### src/rtl/d16_bus_fabric_if.sv
// d16_bus_fabric_if: cpu bus, slave fan-out and irq lines of the d16 bus fabric
interface d16_bus_fabric_if #(
  parameter int DW = 16,
  parameter int AW = 16,
  parameter int NSLV = 2,
  parameter int SELW = 4
);
  logic                 i_wb_cyc;
  logic                 i_wb_we;
  logic [AW-1:0]        i_wb_addr;
  logic [DW-1:0]        i_wb_dat;
  logic [DW-1:0]        o_wb_dat;
  logic                 o_wb_ack;
  logic                 o_wb_err;
  logic [NSLV-1:0]      o_s_cyc;
  logic                 o_s_we;
  logic [AW-SELW-1:0]   o_s_addr;
  logic [DW-1:0]        o_s_dat;
  logic [NSLV*DW-1:0]   i_s_dat;
  logic [NSLV-1:0]      i_s_ack;
  logic [NSLV-1:0]      i_irq;
  logic                 o_int;
  modport slave (
    input  i_wb_cyc, i_wb_we, i_wb_addr, i_wb_dat, i_s_dat, i_s_ack, i_irq,
    output o_wb_dat, o_wb_ack, o_wb_err, o_s_cyc, o_s_we, o_s_addr, o_s_dat, o_int
  );
  modport master (
    output i_wb_cyc, i_wb_we, i_wb_addr, i_wb_dat, i_s_dat, i_s_ack, i_irq,
    input  o_wb_dat, o_wb_ack, o_wb_err, o_s_cyc, o_s_we, o_s_addr, o_s_dat, o_int
  );
endinterface

### src/rtl/d16_bus_fabric.sv
// d16_bus_fabric: single-master decoder with registered slave responses, timeout errors and irq aggregation
module d16_bus_fabric #(
  parameter int DW = 16,
  parameter int AW = 16,
  parameter int NSLV = 2,
  parameter int SELW = 4,
  parameter int TIMEOUT = 15
) (
  input logic i_clk,
  input logic i_reset,
  d16_bus_fabric_if.slave bus
);
  localparam logic [1:0] IDLE = 2'd0, BUSY = 2'd1, RESP = 2'd2;
  localparam int OW = AW - SELW;
  localparam logic [SELW-1:0] NS = SELW'(NSLV);
  localparam logic [7:0] TLAST = 8'(TIMEOUT - 1);
  logic [1:0] state_q, state_d;
  logic [7:0] cnt_q, cnt_d;
  logic we_q, we_d, ack_q, ack_d, err_q, err_d, int_q;
  logic [OW-1:0] off_q, off_d;
  logic [DW-1:0] sdat_q, sdat_d, rdat_q, rdat_d, reg_rd, slv_rd;
  logic [NSLV-1:0] cyc_q, cyc_d, pend_q, mask_q, mask_d, irq_q, clr;
  logic [SELW-1:0] idx;
  logic is_slv, is_reg, slv_ack;
  assign idx = bus.i_wb_addr[AW-1 -: SELW];
  assign is_slv = idx < NS;
  assign is_reg = &idx;
  // cyc_q is one-hot on the selected slave, so it masks out foreign acks
  assign slv_ack = |(bus.i_s_ack & cyc_q);
  assign reg_rd = bus.i_wb_addr[1:0] == 2'd0 ? DW'(pend_q) :
                  bus.i_wb_addr[1:0] == 2'd1 ? DW'(mask_q) :
                  bus.i_wb_addr[1:0] == 2'd2 ? DW'(bus.i_irq) : '0;
  always_comb begin
    slv_rd = '0;
    for (int k = 0; k < NSLV; k++) if (cyc_q[k]) slv_rd = bus.i_s_dat[k*DW +: DW];
  end
  always_comb begin
    state_d = state_q;
    cnt_d = cnt_q;
    we_d = we_q;
    off_d = off_q;
    sdat_d = sdat_q;
    cyc_d = cyc_q;
    ack_d = 1'b0;
    err_d = 1'b0;
    rdat_d = rdat_q;
    clr = '0;
    mask_d = mask_q;
    case (state_q)
      IDLE: if (bus.i_wb_cyc) begin
        we_d = bus.i_wb_we;
        off_d = bus.i_wb_addr[OW-1:0];
        sdat_d = bus.i_wb_dat;
        if (is_slv) begin
          state_d = BUSY;
          cnt_d = '0;
          cyc_d = NSLV'(1) << idx;
        end else begin
          state_d = RESP;
          ack_d = is_reg;
          err_d = !is_reg;
          rdat_d = !is_reg ? '1 : bus.i_wb_we ? '0 : reg_rd;
          if (is_reg && bus.i_wb_we) begin
            clr = bus.i_wb_addr[1:0] == 2'd0 ? bus.i_wb_dat[NSLV-1:0] : '0;
            mask_d = bus.i_wb_addr[1:0] == 2'd1 ? bus.i_wb_dat[NSLV-1:0] : mask_q;
          end
        end
      end
      BUSY: if (slv_ack || cnt_q == TLAST) begin
        state_d = RESP;
        cyc_d = '0;
        ack_d = slv_ack;
        err_d = !slv_ack;
        rdat_d = !slv_ack ? '1 : we_q ? '0 : slv_rd;
      end else cnt_d = cnt_q + 8'd1;
      default: state_d = IDLE;
    endcase
  end
  always_ff @(posedge i_clk)
    if (i_reset) begin
      state_q <= IDLE;
      cnt_q <= '0;
      we_q <= 1'b0;
      off_q <= '0;
      sdat_q <= '0;
      cyc_q <= '0;
      ack_q <= 1'b0;
      err_q <= 1'b0;
      rdat_q <= '0;
      pend_q <= '0;
      mask_q <= '0;
      irq_q <= '0;
      int_q <= 1'b0;
    end else begin
      state_q <= state_d;
      cnt_q <= cnt_d;
      we_q <= we_d;
      off_q <= off_d;
      sdat_q <= sdat_d;
      cyc_q <= cyc_d;
      ack_q <= ack_d;
      err_q <= err_d;
      rdat_q <= rdat_d;
      pend_q <= (pend_q & ~clr) | (bus.i_irq & ~irq_q);
      mask_q <= mask_d;
      irq_q <= bus.i_irq;
      int_q <= |(pend_q & mask_q);
    end
  assign bus.o_wb_dat = rdat_q;
  assign bus.o_wb_ack = ack_q;
  assign bus.o_wb_err = err_q;
  assign bus.o_s_cyc = cyc_q;
  assign bus.o_s_we = we_q;
  assign bus.o_s_addr = off_q;
  assign bus.o_s_dat = sdat_q;
  assign bus.o_int = int_q;
endmodule

### src/flat_wrapper.sv
// flat-port wrapper written by rule: the top's interface ports become plain ports
module d16_bus_fabric_flat 
#(
  parameter int DW = 16,
  parameter int AW = 16,
  parameter int NSLV = 2,
  parameter int SELW = 4,
  parameter int TIMEOUT = 15
)
  (i_clk, i_reset, bus_i_wb_cyc, bus_i_wb_we, bus_i_wb_addr, bus_i_wb_dat, bus_i_s_dat, bus_i_s_ack, bus_i_irq, bus_o_wb_dat, bus_o_wb_ack, bus_o_wb_err, bus_o_s_cyc, bus_o_s_we, bus_o_s_addr, bus_o_s_dat, bus_o_int);
  d16_bus_fabric_if #(.DW(DW), .AW(AW), .NSLV(NSLV), .SELW(SELW)) bus_i ();
  input logic i_clk;
  input logic i_reset;
  input wire logic [$bits(bus_i.i_wb_cyc)-1:0] bus_i_wb_cyc;
  input wire logic [$bits(bus_i.i_wb_we)-1:0] bus_i_wb_we;
  input wire logic [$bits(bus_i.i_wb_addr)-1:0] bus_i_wb_addr;
  input wire logic [$bits(bus_i.i_wb_dat)-1:0] bus_i_wb_dat;
  input wire logic [$bits(bus_i.i_s_dat)-1:0] bus_i_s_dat;
  input wire logic [$bits(bus_i.i_s_ack)-1:0] bus_i_s_ack;
  input wire logic [$bits(bus_i.i_irq)-1:0] bus_i_irq;
  output wire logic [$bits(bus_i.o_wb_dat)-1:0] bus_o_wb_dat;
  output wire logic [$bits(bus_i.o_wb_ack)-1:0] bus_o_wb_ack;
  output wire logic [$bits(bus_i.o_wb_err)-1:0] bus_o_wb_err;
  output wire logic [$bits(bus_i.o_s_cyc)-1:0] bus_o_s_cyc;
  output wire logic [$bits(bus_i.o_s_we)-1:0] bus_o_s_we;
  output wire logic [$bits(bus_i.o_s_addr)-1:0] bus_o_s_addr;
  output wire logic [$bits(bus_i.o_s_dat)-1:0] bus_o_s_dat;
  output wire logic [$bits(bus_i.o_int)-1:0] bus_o_int;
  assign bus_i.i_wb_cyc = bus_i_wb_cyc;
  assign bus_i.i_wb_we = bus_i_wb_we;
  assign bus_i.i_wb_addr = bus_i_wb_addr;
  assign bus_i.i_wb_dat = bus_i_wb_dat;
  assign bus_i.i_s_dat = bus_i_s_dat;
  assign bus_i.i_s_ack = bus_i_s_ack;
  assign bus_i.i_irq = bus_i_irq;
  assign bus_o_wb_dat = bus_i.o_wb_dat;
  assign bus_o_wb_ack = bus_i.o_wb_ack;
  assign bus_o_wb_err = bus_i.o_wb_err;
  assign bus_o_s_cyc = bus_i.o_s_cyc;
  assign bus_o_s_we = bus_i.o_s_we;
  assign bus_o_s_addr = bus_i.o_s_addr;
  assign bus_o_s_dat = bus_i.o_s_dat;
  assign bus_o_int = bus_i.o_int;
  d16_bus_fabric #(.DW(DW), .AW(AW), .NSLV(NSLV), .SELW(SELW), .TIMEOUT(TIMEOUT)) u_core (.i_clk(i_clk), .i_reset(i_reset), .bus(bus_i));
endmodule
### config.mk
export PLATFORM = sky130hd
export DESIGN_NAME = d16_bus_fabric_flat
export DESIGN_NICKNAME = d
export VERILOG_FILES = /design/src/rtl/d16_bus_fabric_if.sv /design/src/rtl/d16_bus_fabric.sv /design/src/flat_wrapper.sv
export SDC_FILE = /design/constraint.sdc
export NUM_CORES = 1
export LEC_CHECK = 0
export CAP_MARGIN = 20
export CORE_AREA = 2 2 76 78
export CTS_CLUSTER_DIAMETER = 60
export DETAILED_ROUTE_END_ITERATION = 8
export DIE_AREA = 0 0 78 80
export DONT_BUFFER_PORTS = 1
export HOLD_SLACK_MARGIN = 0.02
export PLACE_DENSITY = 0.79
export SLEW_MARGIN = 20
export SYNTH_ARGS = -nofsm -noshare
export SYNTH_HDL_FRONTEND = slang
export SYNTH_SLANG_ARGS = --single-unit
export TNS_END_PERCENT = 10
### constraint.sdc
create_clock -name i_clk -period 4.6 [get_ports i_clk]
set_input_delay 0.92 -clock i_clk [delete_from_list [all_inputs] [get_ports i_clk]]
set_output_delay 0.92 -clock i_clk [all_outputs]
set_load 0.01 [all_outputs]
* Yosys cells after proc, flatten, opt, wreduce, memory -nomap -nowiden
Cells that the tools add are included.
** Word-level totals
- Logic and storage cells :: 87
- Input port bits :: 72
- Flip-flop bits (word level) :: 66
- Output and inout port bits :: 50
** Cells by class
- Mux-type cells :: 38
- Add/subtract/negate cells :: 1
- Bitwise logic cells :: 8
- $lt $le $gt $ge :: 1
- Reductions and logical operators :: 16
- Shift operators :: 1
- Equality and inequality tests :: 9
** Operators by type and width (number)
- $mux W16 :: 11
- $pmux W16 S2 :: 1
- $mux W2 :: 12
- $mux W8 :: 3
- $pmux W8 S2 :: 1
- $reduce_and A4 Y1 :: 4
- $add A8 B1 Y8 const B :: 1
- $and A2 B2 Y2 :: 4
- $eq A8 B4 Y1 const B :: 1
- $pmux W2 S2 :: 2
- $mux W1 :: 6
- $ne A2 B2 Y1 const B :: 3
- $reduce_and A5 Y1 :: 1
- $eq A2 B1 Y1 const B :: 2
- $logic_not A2 Y1 :: 2
- $lt A4 B2 Y1 const B :: 1
- $ne A2 B1 Y1 const B :: 2
- $not A2 Y2 :: 2
- $pmux W1 S2 :: 2
- $reduce_and A2 Y1 :: 2
- $reduce_or A2 Y1 :: 2
- $shl A1 B4 Y2 const A :: 1
- $eq A2 B2 Y1 const B :: 1
- $logic_not A1 Y1 :: 2
- other kinds (5) :: 5

* Longest topological paths before layout
- Depth in word-level cells :: 9
- Depth in mapped cells :: 8
- Depth with buffers taken out :: 6

* Least setup slack after synthesis
OpenSTA, ideal clock, no wires.
- Path kind :: input port to flip-flop
- Start :: in bus_i_wb_addr[13]
- End :: reg u_core.rdat_q[4], in the netlist u_core.bus.o_wb_dat[4]
- Path buffers :: 1
- Required time :: 4.457 ns
- Arrival time :: 1.950 ns
- Library setup time :: 0.143 ns
- Cell stages on the path :: 6
- Path slack :: 2.507 ns
- Cells stage by stage :: or3_1 a21oi_1 a211oi_2 buf_4 nor2_1 a211oi_2
** On the way
- Longest elaborated chain between the ends :: 5
- Elaborated cells between the ends (all ways) :: 8
- Classes of those cells :: order compare: 1; eq/ne: 1; mux: 4; reduce/logical: 2
** Ends and longest elaborated chain
- start, declared :: RTL line flat_wrapper.sv:16 : input wire logic [$bits(bus_i.i_wb_addr)-1:0] bus_i_wb_addr;
- branches (longest 5 deep; another with $lt A4 B2 Y1)
- end signal, assigned :: RTL line d16_bus_fabric.sv:103 : rdat_q <= rdat_d;
- end, declared :: RTL line d16_bus_fabric.sv:21 : logic [DW-1:0] sdat_q, sdat_d, rdat_q, rdat_d, reg_rd, slv_rd;
Several ways; the timed one is not identified. The select of a mux whose other input is x is not followed.
A chain may end at the register's enable or synchronous reset.

* Worst setup path in the final report
- Start :: reg u_core.cyc_q[1], in the netlist u_core.bus.o_s_cyc[1]
- End :: reg u_core.rdat_q[11], in the netlist u_core.bus.o_wb_dat[11]
** On the way
- Longest elaborated chain between the ends :: 5
- Elaborated cells between the ends (all ways) :: 10
- Classes of those cells :: eq/ne: 1; mux: 5; bitwise: 1; reduce/logical: 3
** Ends and longest elaborated chain
- start, declared :: RTL line d16_bus_fabric.sv:22 : logic [NSLV-1:0] cyc_q, cyc_d, pend_q, mask_q, mask_d, irq_q, clr;
- start signal, assigned :: RTL line d16_bus_fabric.sv:100 : cyc_q <= cyc_d;
- $mux W16 / $and A2 B2 Y2 (equally long branches) :: RTL line d16_bus_fabric.sv:35, d16_bus_fabric.sv:29
- $mux W16 / $reduce_or A2 Y1 (equally long branches) :: RTL line d16_bus_fabric.sv:74, d16_bus_fabric.sv:29
- $mux W16 / $logic_or A1 B1 Y1 (equally long branches) :: RTL line d16_bus_fabric.sv:74, d16_bus_fabric.sv:69
- $mux W16 / $ne A2 B1 Y1 (equally long branches)
- $pmux W16 S2 / $reduce_and A4 Y1 (equally long branches)
Parallel ways exist; a longest one is shown, timed or not. The select of a mux whose other input is x is not followed.

==> run metrics <==
status complete, no violations; Hold Crit Class reg2reg; most frequent cells in the layout dfxtp_1 (66), nand2_1 (65), a21oi_1 (57); # rows 27; critical setup path kind reg2reg; DRC errors left 0; Syn Inst Count 341; met1 global-route usage 0.231; HPWL Detailed 4.60 mm; Final period util 0.489; YS warnings 0; clk root buf clkbuf_8; launch point of the worst hold path u_core.cnt_q[3]$_SDFFE_PP0P_; total die area between 6000 and 7000 µm²; max frequency 0.444 GHz; top-area cell type share of the netlist area 0.458; # Max-Cap Violations 0; Resized Gates After CTS 0; Gate power share 0.076; leading area contributor after synthesis dfxtp_1; setup TNS 0 ns; register area share after synthesis 0.458; Startpoint Class flop; first-pass iteration count of the detailed router 4; Ports 122; DRT iter0 DRCs 150; Synth Register Bits 66; post-synthesis cell type count 39; cell-internal power 964 µW; Starting Density 0.533; VDD IR max 239 µV; total track usage 0.207; Port Buffers 0; syn avg cell area 8.45 µm²; share of layout cells above drive strength 1 0.110; Congestion Overflow GR 0; largest net degree at the start of global routing 62; clock share of power 0.415; Worst Path Required 4.85 ns; Bufs on Longest Clock Path 2; wire length after detailed routing 6.53 mm; Core Util, Final 0.577; CTS H-tree lvls 3; synth top area cells dfxtp_1 (46%), a21oi_1 (9.9%), nand2_1 (8.5%); Setup Skew ~0.0080 ns; wire per inst ~16 µm; clock-pin slew on the worst setup and hold paths 0.07 ns; Total Power 1270 µW; Hold Crit Depth 2; Hold Buf Count CTS 0; Slew Limit Fails 0; diode count 0; switching fraction of total power 0.243; post-layout minimum cycle time 2.25 ns; vias in the first global route 2263; initial antenna violation count 0; Sw Pwr 310 µW; Reg2Reg Setup Slack 2.35 ns; Core Area roughly 5400 µm²; routed vias 2397; clk sinks 66; first-pass GRT wire length 10.2 mm; Die Span Y 80 µm; setup bufs post-CTS 0; Max-slew headroom 0.339; CTS Buf Count 9; routed vias/inst between 5 and 6; GPL Wtd Cong 0.730; Max Fanout on Critical Path 28; RR Endpoint u_core.bus.o_wb_dat[11]$_SDFFE_PP0P_; CTS tree done; crit end category flop; pwr dens 409 nW/µm²; Reg2Reg Depth 6; nets ~400; syn_nets approximately 420; leakage power between 0.001 and 0.0015 µW; met3 global-route usage 0.0701; layout filler cell count 486; Worst Hold Path EP u_core.cnt_q[3]$_SDFFE_PP0P_; final setup vio count 0; worst slew pin tran 0.989 ns; area grow syn2layout 8.16%; GR Util met2 0.359; crit path DAT 2.50 ns; Die X 78 µm; reg2reg start u_core.bus.o_s_cyc[1]$_SDFFE_PP0P_; ANT nets after route 0; Cell Area, Synth 2880 µm²; commonest non-fill, non-tap cell in the layout dfxtp_1; Final Hold Vio Count 0; RSZ-0062 raised after global routing false; Skew-Pair Late Insertion Delay 0.33 ns; sequential power share 0.509; Most Used Layer, Global Route met2
[per-stage QoR]
step | hold slack (ns) | std cells | instance area [µm²] | setup slack [ns]
5_1_grt | 0.512 | 407 | 3120 | 2.21
4_1_cts | 0.490 | 407 | 3120 | 2.38
3_5_place_dp | 0.480 | 391 | 2900 | 2.20
3_3_place_gp | 0.463 | 391 | 2900 | 2.26
6_report | 0.491 | 407 | 3120 | 2.35
2_1_floorplan | 0.454 | 341 | 2880 | 2.51
[sequential cells by signal, summed over array words and instances (netlist names)]
signal	flops
u_core.bus.o_s_we	1
u_core.bus.o_s_dat	16
u_core.state_q	2
u_core.cnt_q	8
u_core.bus.o_int	1
u_core.bus.o_s_cyc	2
u_core.pend_q	2
u_core.bus.o_wb_dat	16
u_core.bus.o_wb_err	1
u_core.bus.o_s_addr	12
u_core.irq_q	2
u_core.mask_q	2
u_core.bus.o_wb_ack	1
[worst max-delay path, cell delays in order, from the launching register on]
cell and delay, ns:
dfxtp_1 0.78, a22oi_2 0.19, and2_2 0.29, a211oi_4 0.25
buf_4 0.37, nor2_1 0.09, a211oi_2 0.20
[area by class of cell]
class / instances / area (µm²) / share of cell area
well taps: 72 / 90.1 / 0.0289
inverters: 2 / 7.51 / 0.00241
clock inverters: 5 / 77.6 / 0.0249
flip-flops and latches: 66 / 1320 / 0.424
multi-input cells: 249 / 1470 / 0.470
clock buffers: 11 / 141 / 0.0453
repair buffers: 2 / 15.0 / 0.00482
[how the worst max path moves through the flow]
stage	startpoint	endpoint	slack [ns]	depth (start not counted)
6_report	u_core.bus.o_s_cyc[1]$_SDFFE_PP0P_	u_core.bus.o_wb_dat[11]$_SDFFE_PP0P_	2.35	6
5_1_grt	u_core.bus.o_s_cyc[1]$_SDFFE_PP0P_	u_core.cnt_q[4]$_SDFFE_PP0P_	2.21	5
4_1_cts	u_core.bus.o_s_cyc[1]$_SDFFE_PP0P_	u_core.bus.o_wb_dat[10]$_SDFFE_PP0P_	2.38	6
3_5_place_dp	bus_i_wb_addr[13]	u_core.bus.o_wb_dat[3]$_SDFFE_PP0P_	2.20	6
3_3_place_gp	bus_i_wb_addr[13]	u_core.bus.o_wb_dat[15]$_SDFFE_PP0P_	2.26	6
2_1_floorplan	bus_i_wb_addr[13]	u_core.bus.o_wb_dat[4]$_SDFFE_PP0P_	2.51	6
[synth_stat cells, drive strengths merged]
master	count
o311ai	2
nor4bb	2
a211oi	16
dfxtp	66
o211ai	2
xnor2	1
nand4	3
nor3	5
buf	6
nor4	2
a21o	1
ha	2
nand3b	1
a211o	1
and4	1
o21ai	7
and3	1
nand2b	3
nor2	29
nand3	4
mux2i	6
or3	6
nand2	65
o21a	1
a21oi	58
clkbuf	18
a22oi	6
nor3b	1
inv	2
nor2b	5
a22o	14
and2b	1
and2	3
[metal layers]
layer | share of wire | up-vias
li1 | - | 1178
met1 | 0.41 | 1099
met2 | 0.48 | 110
met3 | 0.10 | 10
met4 | 0.014 | 0
met5 | 0 | -
[power groups by stage]
stage	Sequential [µW]	Combinational (µW)	Clock (µW)
floorplan	650	94.7	0
global placement	659	93.6	0
detailed placement	661	98.1	0
CTS	648	98.5	543
global route	652	110	569
finish	648	97.0	529
[kinds of logic after synthesis]
kind of cell / after synthesis / share of synthesized area
xor gates and xnor gates: 1 / 0.00304
and+or+nand+nor: 132 / 0.210
adders and majority gates: 2 / 0.00868
DFF: 66 / 0.458
buffers and inverters: 26 / 0.0382
muxes: 6 / 0.0208
AOI/OAI and AO/OA: 108 / 0.261
No activity file was read; power rests on OpenSTA's default activity.
